$ cat config.mk
export PLATFORM = sky130hd
export DESIGN_NAME = round_sat_m1_flat
export DESIGN_NICKNAME = d
export VERILOG_FILES = /design/src/rtl/fft_pkg.sv /design/src/rtl/round_sat_m1_if.sv /design/src/rtl/round_sat_m1_lane.sv /design/src/rtl/round_sat_m1.sv /design/src/flat_wrapper.sv
export SDC_FILE = /design/constraint.sdc
export NUM_CORES = 2
export LEC_CHECK = 0
export ABC_AREA = 1
export ABC_CLOCK_PERIOD_IN_PS = 2020
export CORE_AREA = 4 4 502 504
export CTS_CLUSTER_DIAMETER = 30
export CTS_CLUSTER_SIZE = 24
export DETAILED_ROUTE_END_ITERATION = 10
export DIE_AREA = 0 0 506 508
export REMOVE_ABC_BUFFERS = 1
export SKIP_LAST_GASP = 1
export SLEW_MARGIN = 10
export SYNTH_ARGS = -nofsm -noshare
export SYNTH_HDL_FRONTEND = slang
export SYNTH_SLANG_ARGS = --single-unit
$ cat constraint.sdc
create_clock -name clk -period 2.02 [get_ports clk]
set_input_delay 0.505 -clock clk [delete_from_list [all_inputs] [get_ports clk]]
set_output_delay 0.505 -clock clk [all_outputs]
set_load 0.01 [all_outputs]
$ cat src/rtl/fft_pkg.sv
// Shared FFT datapath constants and a scalar round/saturate helper for later stages.
package fft_pkg;

  localparam int unsigned LANES         = 16;
  localparam int unsigned BLK_PER_FRAME = 4;
  localparam int unsigned TW_FRAC       = 7;

  // Round-half-up by 'shift' LSBs, then clamp to a signed 'width'-bit range.
  function automatic longint round_sat(input longint value, input int unsigned shift,
                                       input int unsigned width);
    longint r;
    longint hi;
    longint lo;
    r  = (value + (longint'(1) <<< (shift - 1))) >>> shift;
    hi = (longint'(1) <<< (width - 1)) - 1;
    lo = -(longint'(1) <<< (width - 1));
    if (r > hi) return hi;
    if (r < lo) return lo;
    return r;
  endfunction

endpackage

$ cat src/rtl/round_sat_m1_if.sv
// Lane-vector bus between the twiddle multiplier, this stage and the next butterfly.
interface round_sat_m1_if
  import fft_pkg::*;
#(
  parameter int unsigned I_WIDTH    = 24,
  parameter int unsigned O_WIDTH    = 16,
  parameter int unsigned DATA_WIDTH = LANES
);

  logic                                  din_valid;
  logic [DATA_WIDTH-1:0][I_WIDTH-1:0]    din_re;
  logic [DATA_WIDTH-1:0][I_WIDTH-1:0]    din_im;
  logic                                  clr_ovf;
  logic                                  dout_valid;
  logic [DATA_WIDTH-1:0][O_WIDTH-1:0]    dout_re;
  logic [DATA_WIDTH-1:0][O_WIDTH-1:0]    dout_im;
  logic [1:0]                            dout_count;
  logic                                  dout_sop;
  logic                                  sat_now;
  logic                                  ovf_sticky;

  modport master (
    output din_valid, din_re, din_im, clr_ovf,
    input  dout_valid, dout_re, dout_im, dout_count, dout_sop, sat_now, ovf_sticky
  );

  modport slave (
    input  din_valid, din_re, din_im, clr_ovf,
    output dout_valid, dout_re, dout_im, dout_count, dout_sop, sat_now, ovf_sticky
  );

endinterface

$ cat src/rtl/round_sat_m1_lane.sv
// One lane value: stage-1 rounding register, stage-2 saturation register and overflow flag.
module round_sat_lane #(
  parameter int unsigned I_WIDTH = 24,
  parameter int unsigned O_WIDTH = 16,
  parameter int unsigned SHIFT   = 7
) (
  input  logic               clk,
  input  logic               rstn,
  input  logic               ld1,
  input  logic               ld2,
  input  logic [I_WIDTH-1:0] din,
  output logic [O_WIDTH-1:0] dout,
  output logic               sat_c
);

  // One extra bit above the shifted width so the rounding add never wraps.
  localparam int unsigned R_WIDTH = I_WIDTH - SHIFT + 1;
  localparam int unsigned H_WIDTH = R_WIDTH - O_WIDTH + 1;

  logic signed [I_WIDTH:0] sum_c;
  logic [R_WIDTH-1:0]      rnd_c;
  logic [R_WIDTH-1:0]      r_q;
  logic [H_WIDTH-1:0]      hi_c;
  logic [O_WIDTH-1:0]      sat_val_c;

  assign sum_c = $signed({din[I_WIDTH-1], din}) + $signed((I_WIDTH+1)'(1 << (SHIFT - 1)));
  assign rnd_c = R_WIDTH'(sum_c >>> SHIFT);

  // Value fits only if every bit from the output sign upward agrees.
  assign hi_c      = r_q[R_WIDTH-1:O_WIDTH-1];
  assign sat_c     = ~((&hi_c) | ~(|hi_c));
  assign sat_val_c = sat_c ? {r_q[R_WIDTH-1], {(O_WIDTH-1){~r_q[R_WIDTH-1]}}}
                           : r_q[O_WIDTH-1:0];

  always_ff @(posedge clk) begin
    if (!rstn) begin
      r_q <= '0;
    end else if (ld1) begin
      r_q <= rnd_c;
    end
  end

  always_ff @(posedge clk) begin
    if (!rstn) begin
      dout <= '0;
    end else if (ld2) begin
      dout <= sat_val_c;
    end
  end

endmodule

$ cat src/rtl/round_sat_m1.sv
// Post-twiddle round/saturate stage: lane array plus valid pipe, block counter and overflow flags.
module round_sat_m1
  import fft_pkg::*;
#(
  parameter int unsigned I_WIDTH    = 24,
  parameter int unsigned O_WIDTH    = 16,
  parameter int unsigned SHIFT      = TW_FRAC,
  parameter int unsigned DATA_WIDTH = LANES
) (
  input logic           clk,
  input logic           rstn,
  round_sat_m1_if.slave bus
);

  localparam int unsigned CNT_W = $clog2(BLK_PER_FRAME);
  localparam int unsigned N_VAL = 2 * DATA_WIDTH;

  logic                               v1_q;
  logic                               dv_q;
  logic [CNT_W-1:0]                   cnt_q;
  logic [CNT_W-1:0]                   count_q;
  logic                               sop_q;
  logic                               sat_q;
  logic                               ovf_q;
  logic [N_VAL-1:0]                   sat_c;
  logic [DATA_WIDTH-1:0][O_WIDTH-1:0] re_q;
  logic [DATA_WIDTH-1:0][O_WIDTH-1:0] im_q;

  for (genvar i = 0; i < DATA_WIDTH; i++) begin : g_lane
    round_sat_lane #(.I_WIDTH(I_WIDTH), .O_WIDTH(O_WIDTH), .SHIFT(SHIFT)) u_re (
      .clk  (clk),
      .rstn (rstn),
      .ld1  (bus.din_valid),
      .ld2  (v1_q),
      .din  (bus.din_re[i]),
      .dout (re_q[i]),
      .sat_c(sat_c[2*i])
    );
    round_sat_lane #(.I_WIDTH(I_WIDTH), .O_WIDTH(O_WIDTH), .SHIFT(SHIFT)) u_im (
      .clk  (clk),
      .rstn (rstn),
      .ld1  (bus.din_valid),
      .ld2  (v1_q),
      .din  (bus.din_im[i]),
      .dout (im_q[i]),
      .sat_c(sat_c[2*i+1])
    );
  end

  // Valid pipe, block index and per-vector flags, all aligned with dout_valid.
  always_ff @(posedge clk) begin
    if (!rstn) begin
      v1_q    <= 1'b0;
      dv_q    <= 1'b0;
      cnt_q   <= '0;
      count_q <= '0;
      sop_q   <= 1'b0;
      sat_q   <= 1'b0;
    end else begin
      v1_q  <= bus.din_valid;
      dv_q  <= v1_q;
      sop_q <= v1_q & (cnt_q == '0);
      sat_q <= v1_q & (|sat_c);
      if (v1_q) begin
        count_q <= cnt_q;
        cnt_q   <= cnt_q + CNT_W'(1);
      end
    end
  end

  // Sticky overflow: a saturating output beats a simultaneous clear.
  always_ff @(posedge clk) begin
    if (!rstn) begin
      ovf_q <= 1'b0;
    end else if (dv_q & sat_q) begin
      ovf_q <= 1'b1;
    end else if (bus.clr_ovf) begin
      ovf_q <= 1'b0;
    end
  end

  assign bus.dout_valid = dv_q;
  assign bus.dout_re    = re_q;
  assign bus.dout_im    = im_q;
  assign bus.dout_count = count_q;
  assign bus.dout_sop   = sop_q;
  assign bus.sat_now    = sat_q;
  assign bus.ovf_sticky = ovf_q;

endmodule

$ cat src/flat_wrapper.sv
// flat-port wrapper written by rule: the top's interface ports become plain ports
module round_sat_m1_flat import fft_pkg::*;
#(
  parameter int unsigned I_WIDTH    = 24,
  parameter int unsigned O_WIDTH    = 16,
  parameter int unsigned SHIFT      = TW_FRAC,
  parameter int unsigned DATA_WIDTH = LANES
)
  (clk, rstn, bus_din_valid, bus_din_re, bus_din_im, bus_clr_ovf, bus_dout_valid, bus_dout_re, bus_dout_im, bus_dout_count, bus_dout_sop, bus_sat_now, bus_ovf_sticky);
  round_sat_m1_if #(.I_WIDTH(I_WIDTH), .O_WIDTH(O_WIDTH), .DATA_WIDTH(DATA_WIDTH)) bus_i ();
  input logic clk;
  input logic rstn;
  input wire logic [$bits(bus_i.din_valid)-1:0] bus_din_valid;
  input wire logic [$bits(bus_i.din_re)-1:0] bus_din_re;
  input wire logic [$bits(bus_i.din_im)-1:0] bus_din_im;
  input wire logic [$bits(bus_i.clr_ovf)-1:0] bus_clr_ovf;
  output wire logic [$bits(bus_i.dout_valid)-1:0] bus_dout_valid;
  output wire logic [$bits(bus_i.dout_re)-1:0] bus_dout_re;
  output wire logic [$bits(bus_i.dout_im)-1:0] bus_dout_im;
  output wire logic [$bits(bus_i.dout_count)-1:0] bus_dout_count;
  output wire logic [$bits(bus_i.dout_sop)-1:0] bus_dout_sop;
  output wire logic [$bits(bus_i.sat_now)-1:0] bus_sat_now;
  output wire logic [$bits(bus_i.ovf_sticky)-1:0] bus_ovf_sticky;
  assign bus_i.din_valid = bus_din_valid;
  assign bus_i.din_re = bus_din_re;
  assign bus_i.din_im = bus_din_im;
  assign bus_i.clr_ovf = bus_clr_ovf;
  assign bus_dout_valid = bus_i.dout_valid;
  assign bus_dout_re = bus_i.dout_re;
  assign bus_dout_im = bus_i.dout_im;
  assign bus_dout_count = bus_i.dout_count;
  assign bus_dout_sop = bus_i.dout_sop;
  assign bus_sat_now = bus_i.sat_now;
  assign bus_ovf_sticky = bus_i.ovf_sticky;
  round_sat_m1 #(.I_WIDTH(I_WIDTH), .O_WIDTH(O_WIDTH), .SHIFT(SHIFT), .DATA_WIDTH(DATA_WIDTH)) u_core (.clk(clk), .rstn(rstn), .bus(bus_i));
endmodule
Word level (Yosys, flattened, before mapping)
Cells that the tools add are included.
{"block": "totals", "ff_bits": 1097, "output_inout_bits": 518}
{"block": "classes", "n_bitwise": 131, "mux": 34, "reduce_logical": 67, "add_sub_neg": 33}
{"cell": "24-bit by 8-bit adder with 25-bit output, second input constant", "count": 32}
{"cell": "16-bit 2-to-1 mux", "count": 32}
{"cell": "1-bit NOT", "count": 96}
{"cell": "3-bit AND reduction", "count": 32}
{"cell": "3-bit OR reduction", "count": 32}
{"cell": "1-bit OR", "count": 32}
{"cell": "32-bit OR reduction", "count": 1}
{"cell": "1-bit bitwise AND", "count": 3}
{"cell": "2-bit by 1-bit adder with 2-bit output, second input constant", "count": 1}
{"cell": "2-bit zero test", "count": 1}
{"cell": "1-bit 2-to-1 mux", "count": 2}
{"cell": "2-bit nonzero test", "count": 1}

Logic depth before layout (Yosys ltp)
{"block": "depth", "depth_word": 6, "depth_mapped": 11}

Hierarchy
Synthesis repeated with hierarchy kept, for this count alone.
{"block": "unflattened", "cells_unflattened": 8126, "area_unflattened_um2": 55769.7}
{"module": "round_sat_lane at u_core.g_lane[0].u_im ...", "seq_area_each_um2": 680.7, "area_each_um2": 1730.4, "cells_per_inst": 252, "n_inst": 31}
{"module": "round_sat_lane at u_core.g_lane[4].u_im", "seq_area_each_um2": 680.7, "area_each_um2": 1719.1, "cells_per_inst": 249, "n_inst": 1}
{"module": "round_sat_m1", "seq_area_each_um2": 180.2, "area_each_um2": 407.9, "cells_per_inst": 65, "n_inst": 1}

Worst setup path after synthesis
OpenSTA, ideal clock, no wires.
{"block": "synth_path", "path_type": "input-to-reg", "startpoint": "input port bus_din_im[6]", "endpoint": "register u_core.g_lane[0].u_im.r_q[11]", "setup_slack_ps": 380, "path_stages": 7, "arrival_time_ps": 1525, "t_required_ps": 1905, "path_buffers": 0, "path_cell_list": "ha_1 > nand3_1 > nor3_4 > nand2_1 > xnor2_1 > o21ai_0 > inv_1"}
{"block": "synth_via", "elab_chain_len": 1}
{"item": "start: declaration", "line": "flat_wrapper.sv:15", "text": "input wire logic [$bits(bus_i.din_im)-1:0] bus_din_im;"}
{"item": "24-bit by 8-bit adder with 25-bit output", "line": "round_sat_m1_lane.sv:26", "text": "assign sum_c = $signed({din[I_WIDTH-1], din}) + $signed((I_WIDTH+1)'(1 << (SHIFT - 1)));"}
{"item": "end signal: assignment", "line": "round_sat_m1_lane.sv:39", "text": "r_q <= rnd_c;"}
{"item": "end: declaration", "line": "round_sat_m1_lane.sv:22", "text": "logic [R_WIDTH-1:0] r_q;"}
Every way passes these cells.
A chain may end at the register's enable or synchronous reset.

Worst setup path in the final report
{"block": "layout_path", "startpoint": "register u_core.g_lane[10].u_re.dout[9]", "endpoint": "output port bus_dout_re[169]"}
{"item": "start: declaration", "line": "round_sat_m1_lane.sv:12", "text": "output logic [O_WIDTH-1:0] dout,"}
{"item": "start signal: assignment", "line": "round_sat_m1_lane.sv:47", "text": "dout <= sat_val_c;"}
{"item": "end: declaration", "line": "flat_wrapper.sv:18", "text": "output wire logic [$bits(bus_i.dout_re)-1:0] bus_dout_re;"}
No word-level cell between the ends.

==> metrics.md <==
| Metric | Value |
|---|---|
| Status | `finished, final reports clean` |
| Post-Route WL | `245000 um` |
| Total GRT Usage | `18.1%` |
| Critical Path Start | `u_core.g_lane[10].u_re.dout[9]` |
| Post-CTS Setup Inserts | `0` |
| Power Density | `1050 nW/um^2` |
| Cts bufs inserted | `316` |
| Via Count | `56.6k` |
| Post-synth ARST share | `0%` |
| Worst Skew | `84.8 ps` |
| Timing endpoint of the critical path | `bus_dout_re[169]` |
| Synth top area cells | `dfxtp_1, nand2_1, o21ai_0` |
| Buf/Inv on CP | `1` |
| H-tree lvl count | `5` |
| # rows | `183` |
| Ys Warns | `0` |
| Fmax | `518 MHz` |
| Critical path endpoint category | `output port` |
| Crit path DAT | `1430 ps` |
| Synth Instances | `7512` |
| Synth Register Bits | `1097` |
| Area delta synth->final | `56.6%` |
| Core footprint | `248000 um^2` |
| Hold Worst Slack | `135 ps` |
| Antenna Violating Nets Remaining | `0` |
| Antenna violations before repair | `75` |
| Crit. path cell count | `1` |
| Avg WL per Cell | `18.9 um` |
| Min-delay worst type | `input pin to register` |
| Crit Path Max Fanout | `2` |
| DR pass1 iterations | `7` |
| Die X | `506 um` |
| Clock Tree Root | `clkbuf_16` |
| Share of the synthesized area in the top cell type | `42.4%` |
| Worst Setup Path Type | `register to output port` |
| Die Height | `508 um` |
| Final Max Tran Viols | `0` |
| Die ar. | `257000 um^2` |
| DRC Markers | `0` |
| Worst reg2reg endpoint | `u_core.bus.sat_now` |
| IO Count | `1290` |
| Worst Setup Start Kind | `register` |
| Post-synth EDFFs | `0` |
| HPWL after DPL | `188000 um` |
| Initial drt markers | `4325` |
| R2r setup slk | `210 ps` |
| First-pass GRT wire length | `351000 um` |
| Critical Path RT | `1510 ps` |
| Final setup fails | `0` |
| Mean Syn Cell Area | `6.90 um^2` |
| Crit-path slowest cell | `dfxtp_1` |
| Initial Utilization | `20.9%` |
| Clock Sink Count | `1097` |
| Gpl congestion | `0.917` |
| Minimum clock period | `1930 ps` |
| Setup TNS | `0 ps` |
| Period utilisation layout | `95.6%` |
| Top delay family on crit path | `flip-flops` |
| Netlist cell types | `35` |
| Layout Nets | `10.2k` |
| Vias in the first global route | `53.2k` |
| Register area share after synthesis | `42.4%` |
| Max Cap Viol | `0` |
| GRT overflow | `0` |
| Final Util | `32.8%` |
| Largest net degree at the start of global routing | `93` |
| Netlist Area Pre-Place | `51900 um^2` |
| Max clock buf depth | `4` |
| Clk slew on worst S/H paths | `50 ps` |
| Clk_lat worst skew | `910 ps` |
| Cells on worst reg2reg path | `10` |
| CTS tree | `built` |
| Primary FF master, synth | `dfxtp_1` |
| Final Hold Vio Count | `0` |
| Worst slew pin tran | `890 ps` |
| Port bufs | `1097` |
| Lkg Pwr | `38.7 nW` |
| RSZ-0062 raised after global routing | `yes` |
| Synth area leader | `dfxtp_1` |
| Crit-path max cell delay | `390 ps` |
| Fraction of layout cells with a size suffix above 1 | `21.3%` |
| Peak VDD IR | `0.876 mV` |
| R2R Path Start | `u_core.g_lane[0].u_re.r_q[15]` |
| Avg Vias per Cell | `4.37` |
| CP Cell Sequence | `buf_4` |
| Slew margin rel. | `40.1%` |
==> how the worst min path moves through the flow <==
stage,startpoint,end,slack (ps),depth (start not counted)
after floorplan,u_core.g_lane[0].u_re.r_q[10],u_core.g_lane[0].u_re.r_q[10],450,2
after global placement,u_core.bus.sat_now,u_core.bus.ovf_sticky,450,2
after detailed placement,u_core.g_lane[15].u_re.dout[4],u_core.g_lane[15].u_re.dout[4],460,2
after CTS,bus_din_valid,u_core.g_lane[7].u_im.r_q[17],50,3
after global routing,bus_din_valid,u_core.g_lane[7].u_im.r_q[17],90,3
final,bus_din_valid,u_core.g_lane[7].u_im.r_q[17],140,3
==> placed cells by master (no fill, tap or decap), types with 46 or more instances in the layout <==
cell type / instances
nand2_1: 1426
nor2_1: 1139
o21ai_0: 1047
dfxtp_1: 987
buf_4: 791
inv_1: 754
a21oi_1: 623
clkdlybuf4s50_1: 577
buf_2: 413
nand3_1: 335
clkbuf_16: 321
xnor2_1: 144
xor2_1: 127
nand4_1: 102
dfxtp_2: 100
nor3_1: 95
buf_12: 62
clkinv_2: 51
clkbuf_8: 46
==> cells by family (layout without fill, tap and decap cells) <==
family	after synthesis	count (layout)	share of synthesized area, %
buffers and inverters	1133	3226	8.70
XOR/XNOR	271	271	4.58
adder cells (fa/ha/maj)	33	33	0.796
AND/OR/NAND/NOR	3202	3202	25.9
AO/OA/AOI/OAI	1776	1776	17.7
other	0	26	0
flip-flops	1097	1097	42.4
==> stage by stage <==
step           setup WS [ps]  power, mW  instance area [um^2]  instances
2_1_floorplan          -9050       28.4                 50200       7136
6_report                88.3       85.1                 81200      13000
4_1_cts                 -205       86.1                 81200      12900
5_1_grt                -9.75       88.5                 81200      13000
3_3_place_gp            -293       35.3                 72200      12400
3_5_place_dp            -281       35.3                 72200      12400
==> flip-flops by register name, indices dropped and copies added (netlist names), 2 cells and up <==
name,count
u_core.g_lane.u_im.dout,256
u_core.g_lane.u_re.r_q,288
u_core.g_lane.u_re.dout,256
u_core.cnt_q,2
u_core.g_lane.u_im.r_q,288
u_core.bus.dout_count,2
==> synth_stat cells (2+ instances only) <==
cell type and instances:
buf_8 2, ha_1 33, nor2_1 1141, a21oi_1 623, clkbuf_1 225, buf_4 14, buf_6 5, buf_2 116
nor2_2 9, xor2_1 127, xnor2_1 144, o211ai_1 11, inv_1 754, nand3b_1 16, dfxtp_1 1097, o21bai_1 31
nor3_4 22, nor3_2 19, buf_1 14, nand2_1 1427, nor3_1 95, nor3b_1 2, inv_2 3, nand2_4 9
nand2_2 18, o21ai_0 1047, nand3_1 335, o21ai_1 19, nand4_1 102, o221ai_1 43, or2_2 5
==> timing repair <==
| item | CTS | global route |
|---|---|---|
| setup endpoints to repair | 517 | 46 |
| gates resized for setup | 2208 | 57 |
| endpoints found under the hold margin | 5 | 0 |
| hold buffers | 1 | 0 |
==> per-layer routing <==
layer	GRT usage, %	share of wire, %	vias to the layer above
met3	6.21	9.0	444
met4	6.74	3.5	46
met1	21.7	41	25900
li1	-	-	28200
met5	0	0.13	-
met2	29.9	46	2037
==> area by class of cell <==
type | count | area (um^2)
flip-flops and latches | 1097 | 22100
clock inverters | 148 | 2020
well taps | 3330 | 4170
inverters | 757 | 2860
fillers | 26300 | 167000
multi-input cells | 5282 | 25400
clock buffers | 409 | 8820
diodes | 26 | 65.1
repair buffers | 1912 | 15700
==> where the power goes <==
| part | internal [mW] | total [mW] | switching, mW |
|---|---|---|---|
| registers | 23.4 | 24.4 | 0.962 |
| logic | 4.23 | 10.0 | 5.79 |
| clock network | 35.8 | 50.7 | 14.9 |
Power figures use the tool's default switching activity.
